$ cat src/rtl/msrv32_dmem_arbiter.sv
// msrv32_dmem_arbiter: shares the single data-memory port among NREQ requesters.
// Requester 0 is the core load/store path. Higher indices are DMA and debug.
// Arbitration is round-robin. Each access runs as IDLE -> ACCESS -> RESP,
// or IDLE -> RESP when the access is misaligned.
// Store data is replicated across byte lanes and a byte write mask is generated.
// The raw 32-bit read word is returned; the load unit extracts and extends it.
//
// Optional feature macro: MSRV32_DMEM_TIMEOUT_EN.
// When defined, an access that sits in ACCESS for TIMEOUT_CYCLES cycles without
// ready is aborted and answered with err_out=1.
//
// Ports:
//   ms_riscv32_mp_clk_in     clock, rising edge
//   ms_riscv32_mp_rst_n_in   async active-low reset
//   req_in/we_in/addr_in/wdata_in/size_in   per-requester access (packed by index)
//   gnt_out     one-cycle accept pulse per requester
//   rvalid_out  one-cycle completion pulse per requester
//   rdata_out   raw memory word (valid with rvalid_out)
//   err_out     misaligned or timed-out access (valid with rvalid_out)
//   dmem_*      memory request/ready handshake
module msrv32_dmem_arbiter #(
    parameter int unsigned NREQ           = 2,
    parameter int unsigned TIMEOUT_CYCLES = 255
) (
    input  logic                ms_riscv32_mp_clk_in,
    input  logic                ms_riscv32_mp_rst_n_in,
    input  logic [NREQ-1:0]     req_in,
    input  logic [NREQ-1:0]     we_in,
    input  logic [32*NREQ-1:0]  addr_in,
    input  logic [32*NREQ-1:0]  wdata_in,
    input  logic [2*NREQ-1:0]   size_in,
    output logic [NREQ-1:0]     gnt_out,
    output logic [NREQ-1:0]     rvalid_out,
    output logic [31:0]         rdata_out,
    output logic                err_out,
    output logic                dmem_req_out,
    output logic                dmem_we_out,
    output logic [31:0]         dmem_addr_out,
    output logic [31:0]         dmem_wdata_out,
    output logic [3:0]          dmem_wmask_out,
    input  logic                dmem_ready_in,
    input  logic [31:0]         dmem_rdata_in
);

    localparam int unsigned PTR_W = (NREQ > 2) ? 2 : 1;

    typedef enum logic [1:0] {
        ST_IDLE   = 2'd0,
        ST_ACCESS = 2'd1,
        ST_RESP   = 2'd2
    } state_t;

    // Reject parameter values the design does not support.
    if (NREQ < 2 || NREQ > 4 || TIMEOUT_CYCLES < 1 || TIMEOUT_CYCLES > 65535) begin : g_param_check
        $error("msrv32_dmem_arbiter: unsupported NREQ or TIMEOUT_CYCLES");
    end

    state_t            state;
    logic [PTR_W-1:0]  rr_ptr;
    logic [PTR_W-1:0]  winner;

`ifdef MSRV32_DMEM_TIMEOUT_EN
    localparam int unsigned CNT_W = (TIMEOUT_CYCLES > 255) ? 16 : 8;
    logic [CNT_W-1:0]  tmo_cnt;
`endif

    logic              win_found_c;
    logic [PTR_W-1:0]  win_idx_c;
    logic              sel_we_c;
    logic [31:0]       sel_addr_c;
    logic [31:0]       sel_wdata_c;
    logic [1:0]        sel_size_c;
    logic              misaligned_c;
    logic [3:0]        mask_c;
    logic [31:0]       wdata_rep_c;

    // Round-robin pick: first set request scanning upward from rr_ptr, with wrap.
    always_comb begin
        win_found_c = 1'b0;
        win_idx_c   = '0;
        for (int unsigned off = 0; off < NREQ; off++) begin
            if (!win_found_c && req_in[(32'(rr_ptr) + off) % NREQ]) begin
                win_found_c = 1'b1;
                win_idx_c   = PTR_W'((32'(rr_ptr) + off) % NREQ);
            end
        end
    end

    // Winner's fields, misalignment detection, and lane formatting.
    always_comb begin
        sel_we_c    = we_in[win_idx_c];
        sel_addr_c  = addr_in[32'(win_idx_c)*32 +: 32];
        sel_wdata_c = wdata_in[32'(win_idx_c)*32 +: 32];
        sel_size_c  = size_in[32'(win_idx_c)*2 +: 2];

        misaligned_c = ((sel_size_c == 2'b01) && sel_addr_c[0]) ||
                       (sel_size_c[1] && (sel_addr_c[1:0] != 2'b00));

        mask_c      = 4'b1111;
        wdata_rep_c = sel_wdata_c;
        case (sel_size_c)
            2'b00: begin
                mask_c      = 4'b0001 << sel_addr_c[1:0];
                wdata_rep_c = {4{sel_wdata_c[7:0]}};
            end
            2'b01: begin
                mask_c      = 4'b0011 << {sel_addr_c[1], 1'b0};
                wdata_rep_c = {2{sel_wdata_c[15:0]}};
            end
            default: begin
                mask_c      = 4'b1111;
                wdata_rep_c = sel_wdata_c;
            end
        endcase
    end

    // Access sequencer; every output is a register.
    always_ff @(posedge ms_riscv32_mp_clk_in or negedge ms_riscv32_mp_rst_n_in) begin
        if (!ms_riscv32_mp_rst_n_in) begin
            state          <= ST_IDLE;
            rr_ptr         <= '0;
            winner         <= '0;
            gnt_out        <= '0;
            rvalid_out     <= '0;
            rdata_out      <= '0;
            err_out        <= 1'b0;
            dmem_req_out   <= 1'b0;
            dmem_we_out    <= 1'b0;
            dmem_addr_out  <= '0;
            dmem_wdata_out <= '0;
            dmem_wmask_out <= '0;
`ifdef MSRV32_DMEM_TIMEOUT_EN
            tmo_cnt        <= '0;
`endif
        end else begin
            gnt_out <= '0;
            case (state)
                ST_IDLE: begin
                    if (win_found_c) begin
                        gnt_out <= NREQ'(1) << win_idx_c;
                        winner  <= win_idx_c;
                        if (misaligned_c) begin
                            // No memory access; answer with an error.
                            rdata_out <= '0;
                            err_out   <= 1'b1;
                            state     <= ST_RESP;
                        end else begin
                            dmem_req_out   <= 1'b1;
                            dmem_we_out    <= sel_we_c;
                            dmem_addr_out  <= {sel_addr_c[31:2], 2'b00};
                            dmem_wdata_out <= wdata_rep_c;
                            dmem_wmask_out <= sel_we_c ? mask_c : 4'b0000;
                            state          <= ST_ACCESS;
`ifdef MSRV32_DMEM_TIMEOUT_EN
                            tmo_cnt        <= '0;
`endif
                        end
                    end
                end
                ST_ACCESS: begin
                    // Ready takes priority over a timeout in the same cycle.
                    if (dmem_ready_in) begin
                        dmem_req_out <= 1'b0;
                        rdata_out    <= dmem_we_out ? 32'd0 : dmem_rdata_in;
                        err_out      <= 1'b0;
                        rvalid_out   <= NREQ'(1) << winner;
                        state        <= ST_RESP;
                    end
`ifdef MSRV32_DMEM_TIMEOUT_EN
                    else if (32'(tmo_cnt) + 32'd1 >= TIMEOUT_CYCLES) begin
                        dmem_req_out <= 1'b0;
                        rdata_out    <= '0;
                        err_out      <= 1'b1;
                        rvalid_out   <= NREQ'(1) << winner;
                        state        <= ST_RESP;
                    end else begin
                        tmo_cnt <= tmo_cnt + CNT_W'(1);
                    end
`endif
                end
                ST_RESP: begin
                    // A misaligned access arrives here without a pulse yet; a memory access arrives with one.
                    if (rvalid_out == '0) begin
                        rvalid_out <= NREQ'(1) << winner;
                    end else begin
                        rvalid_out <= '0;
                        rr_ptr     <= (32'(winner) == NREQ - 1) ? '0 : winner + 1'b1;
                        state      <= ST_IDLE;
                    end
                end
                default: state <= ST_IDLE;
            endcase
        end
    end

endmodule
$ cat config.mk
export PLATFORM = sky130hd
export DESIGN_NAME = msrv32_dmem_arbiter
export DESIGN_NICKNAME = d
export VERILOG_FILES = /design/src/rtl/msrv32_dmem_arbiter.sv
export SDC_FILE = /design/constraint.sdc
export NUM_CORES = 1
export LEC_CHECK = 0
export CAP_MARGIN = 0
export CORE_UTILIZATION = 40
export CTS_CLUSTER_DIAMETER = 150
export DETAILED_ROUTE_END_ITERATION = 10
export PLACE_DENSITY = 0.81
export SLEW_MARGIN = 10
export SYNTH_ARGS = -nofsm -noshare
export SYNTH_HDL_FRONTEND = slang
export SYNTH_SLANG_ARGS = --single-unit
$ cat constraint.sdc
create_clock -name ms_riscv32_mp_clk_in -period 2.3 [get_ports ms_riscv32_mp_clk_in]
set_input_delay 0.69 -clock ms_riscv32_mp_clk_in [delete_from_list [all_inputs] [get_ports ms_riscv32_mp_clk_in]]
set_output_delay 0.69 -clock ms_riscv32_mp_clk_in [all_outputs]
set_load 0.05 [all_outputs]
==> flow_summary.json, run 1 <==
{
  "outcome": "finished clean",
  "r2r_setup_slack_ns": 0.55,
  "path_buf_inv": 1,
  "use_met2": 0.470,
  "cp-start-kind": "register",
  "slowest_delay_ns": 0.84,
  "place_ws_ns": -0.233,
  "drv_slew": 0,
  "drt_wl_total_mm": 18.3,
  "grt_pass1_wl_mm": 28.8,
  "rsz0062_at_grt": "false",
  "worstPathArrival_ns": 1.57,
  "use_met1": 0.305,
  "p_leak_uw": 0.00393,
  "design.die.area_um2": 13800,
  "grt_usage": 0.265,
  "tns_ns": 0,
  "finalSetupViolations": 0,
  "period_share": 0.984,
  "drtPass1Iterations": 5,
  "ys_warn_count": 0,
  "fin_ws_ns": 0.0357,
  "antenna_left": 0,
  "postSynthAreaPerCell_um2": 9.40,
  "pwr-share-clk": 0.148,
  "pwr-share-seq": 0.278,
  "nets": 1027,
  "min_period_ns": 2.26,
  "path_cells": "clkdlybuf4s50_1",
  "finalHoldViolCount": 0,
  "gp_congestion": 0.908,
  "fin_skew_ns": 0.00538,
  "cp.required_ns": 1.61,
  "fp.dieH_um": 118,
  "cts.clk_slew.worst_paths_ns": 0.07,
  "cts.path.max_buffers": 2,
  "ios": 278,
  "ir_drop_mv": 0.984,
  "crit_family": "buffers and inverters",
  "relSlewSlack": 0.629,
  "pwr-share-comb": 0.574,
  "p_sw_frac": 0.476,
  "async_flop_share": 1.00,
  "yosysSeqAreaShare": 0.510,
  "worst-path-max-fanout": 2,
  "path_class": "register to output pin",
  "tritoncts": "yes",
  "cts_buffers": 9,
  "hp-class": "primary input to asynchronous set/reset pin",
  "met3_usage": 0.0606,
  "clk-insertion-delay-late_ns": 0.35,
  "synth_seq_cells": 109,
  "grt_max_degree": 44,
  "timing.max_cap.violations": 0,
  "drc": 0,
  "drt_iter0_drc": 367,
  "antenna_found_initial": 0,
  "worstSetupEndpointType": "output pin",
  "start_util": 0.417,
  "whs_ns": 0.292,
  "yosys.cell_types.count": 34,
  "core_um2": 12800,
  "io_buffers": 275,
  "max_freq_mhz": 442,
  "ctsHoldBuffers": 0,
  "power_density_nw_per_um2": 1310,
  "p_int_uw": 6100,
  "tightestPinTransition_ns": 0.555,
  "fin_area_um2": 8910,
  "detailed_place.area_um2": 8570,
  "htree_num_levels": 3,
  "synth_area_um2": 5350,
  "synthFlopType": "dfrtp_1",
  "rows": 41,
  "grt_remaining_overflow": 0,
  "grt_pass1_vias": 5509,
  "synth_edf_count": 0,
  "postSynthCellCount": 569,
  "slowest_stage": "clkdlybuf4s50_1",
  "busiest_layer": "met2",
  "num_antenna_cells": 0,
  "cts_root_buf": "clkbuf_16",
  "switchingPower_uw": 5540,
  "clock_sinks": 109,
  "drive_gt1_frac": 0.118,
  "routed_via_density": 5.31,
  "wl_per_cell_um": 17.7,
  "vias": 5483,
  "place_hpwl_mm": 14.0,
  "area_delta_synth_final_pct": 66.5,
  "die-width_um": 118
}
[worst paths after layout]
kind / endpoint / depth (start not counted) / startpoint
worst max-delay path: rdata_out[8] / 1 / rdata_out[8]$_DFFE_PN0P_
worst min-delay path: dmem_addr_out[6]$_DFFE_PN0P_ / 1 / ms_riscv32_mp_rst_n_in
worst max register to register: dmem_wdata_out[16]$_DFFE_PN0P_ / 6 / rr_ptr$_DFFE_PN0P_
worst min register to register: dmem_req_out$_DFFE_PN0P_ / 1 / dmem_req_out$_DFFE_PN0P_
max in group asynchronous: rdata_out[18]$_DFFE_PN0P_ / 2 / ms_riscv32_mp_rst_n_in
min in group ms_riscv32_mp_clk_in: dmem_req_out$_DFFE_PN0P_ / 1 / dmem_req_out$_DFFE_PN0P_
[area by class of cell]
class / instances / area (µm²)
Sequential cell: 109 / 2730
Inverter: 13 / 48.8
Clock inverter: 7 / 104
Multi-Input combinational cell: 403 / 2390
Tap cell: 172 / 215
Fill cell: 982 / 3920
Clock buffer: 9 / 225
Timing Repair Buffer: 320 / 3200
[sequential cells by signal, summed over array words and instances (netlist names)]
| signal | count |
|---|---|
| dmem_addr_out | 30 |
| dmem_req_out | 1 |
| dmem_wdata_out | 32 |
| gnt_out | 2 |
| state | 2 |
| rr_ptr | 1 |
| winner | 1 |
| dmem_wmask_out | 4 |
| rvalid_out | 2 |
| dmem_we_out | 1 |
| err_out | 1 |
| rdata_out | 32 |
[power groups by stage]
stage,combinational (µW),sequential [µW],clock [µW]
after floorplan,1550,5800,0
after global placement,6600,3230,0
after detailed placement,6700,3270,0
after CTS,6720,3240,1750
after global routing,7000,3340,1820
final,6680,3240,1720
[per-stage QoR]
step	utilization	instances	total power (µW)
after floorplan	-	570	7350
after global placement	0.669	1017	9830
after detailed placement	0.669	1017	9970
after CTS	0.694	1033	11700
after global routing	0.695	1033	12200
final	0.695	1033	11600
[repair_timing]
action                                  in CTS  in global routing
hold endpoints to repair                     0                  0
endpoints found under the setup margin       0                  2
setup buffers                                0                  0
resized for setup                            0                  2
[cells in the final DEF (no fill, tap or decap), types with 2 or more instances in the layout]
cell type        count
nand2_1            115
inv_6                3
clkdlybuf4s50_1    254
clkinv_4             2
buf_4               52
mux2i_1             41
o21ai_0             20
conb_1               2
mux2_2              16
dlymetal6s2s_1       2
nand3_1              8
nor2_1              60
buf_12              12
clkbuf_16            9
a21oi_1             17
o2111ai_1            4
a31oi_1             43
o211ai_1            10
o21ai_1              9
dfrtp_1            109
a22o_1              32
a21o_1               6
bufinv_16            2
nor3_1               5
inv_1               13
[cells in the mapped netlist, types with 4 or more instances]
cell,instances,area share
a22o_1,32,0.052
a21oi_1,17,0.016
buf_4,4,0.0056
a31oi_1,43,0.050
nand2_1,115,0.081
nor2_1,60,0.042
inv_1,13,0.0091
nand3_1,8,0.0075
o21ai_1,9,0.0084
o211ai_1,10,0.014
o2111ai_1,4,0.0065
mux2i_1,41,0.077
o21ai_0,20,0.019
clkbuf_1,27,0.019
buf_2,14,0.013
a21o_1,6,0.0084
nor3_1,6,0.0056
mux2_2,16,0.034
dfrtp_1,109,0.51
[per-layer routing]
metal / part of all wire / vias up
li1: - / 2577
met1: 0.39 / 2600
met2: 0.51 / 267
met3: 0.069 / 39
met4: 0.031 / 0
met5: 0 / -
[cells by family after synthesis]
logic type	count (synthesis)	synth area share
DFF	109	0.510
buffers and inverters	58	0.0468
and+or+nand+nor	196	0.144
AOI/OAI and AO/OA	147	0.184
muxes	58	0.115
other	1	0.000701
(Power assumes the default switching activity.)
==> run 2: changes to the inputs <==
--- a/config.mk
+++ b/config.mk
@@ -8,9 +8,11 @@
 export CAP_MARGIN = 0
 export CORE_UTILIZATION = 40
 export CTS_CLUSTER_DIAMETER = 150
+export CTS_CLUSTER_SIZE = 16
 export DETAILED_ROUTE_END_ITERATION = 10
 export PLACE_DENSITY = 0.81
 export SLEW_MARGIN = 10
 export SYNTH_ARGS = -nofsm -noshare
 export SYNTH_HDL_FRONTEND = slang
 export SYNTH_SLANG_ARGS = --single-unit
+export TNS_END_PERCENT = 1
==> results of run 2 <==
Same layout as run 1: the final DEF is identical, and so are final timing and power.
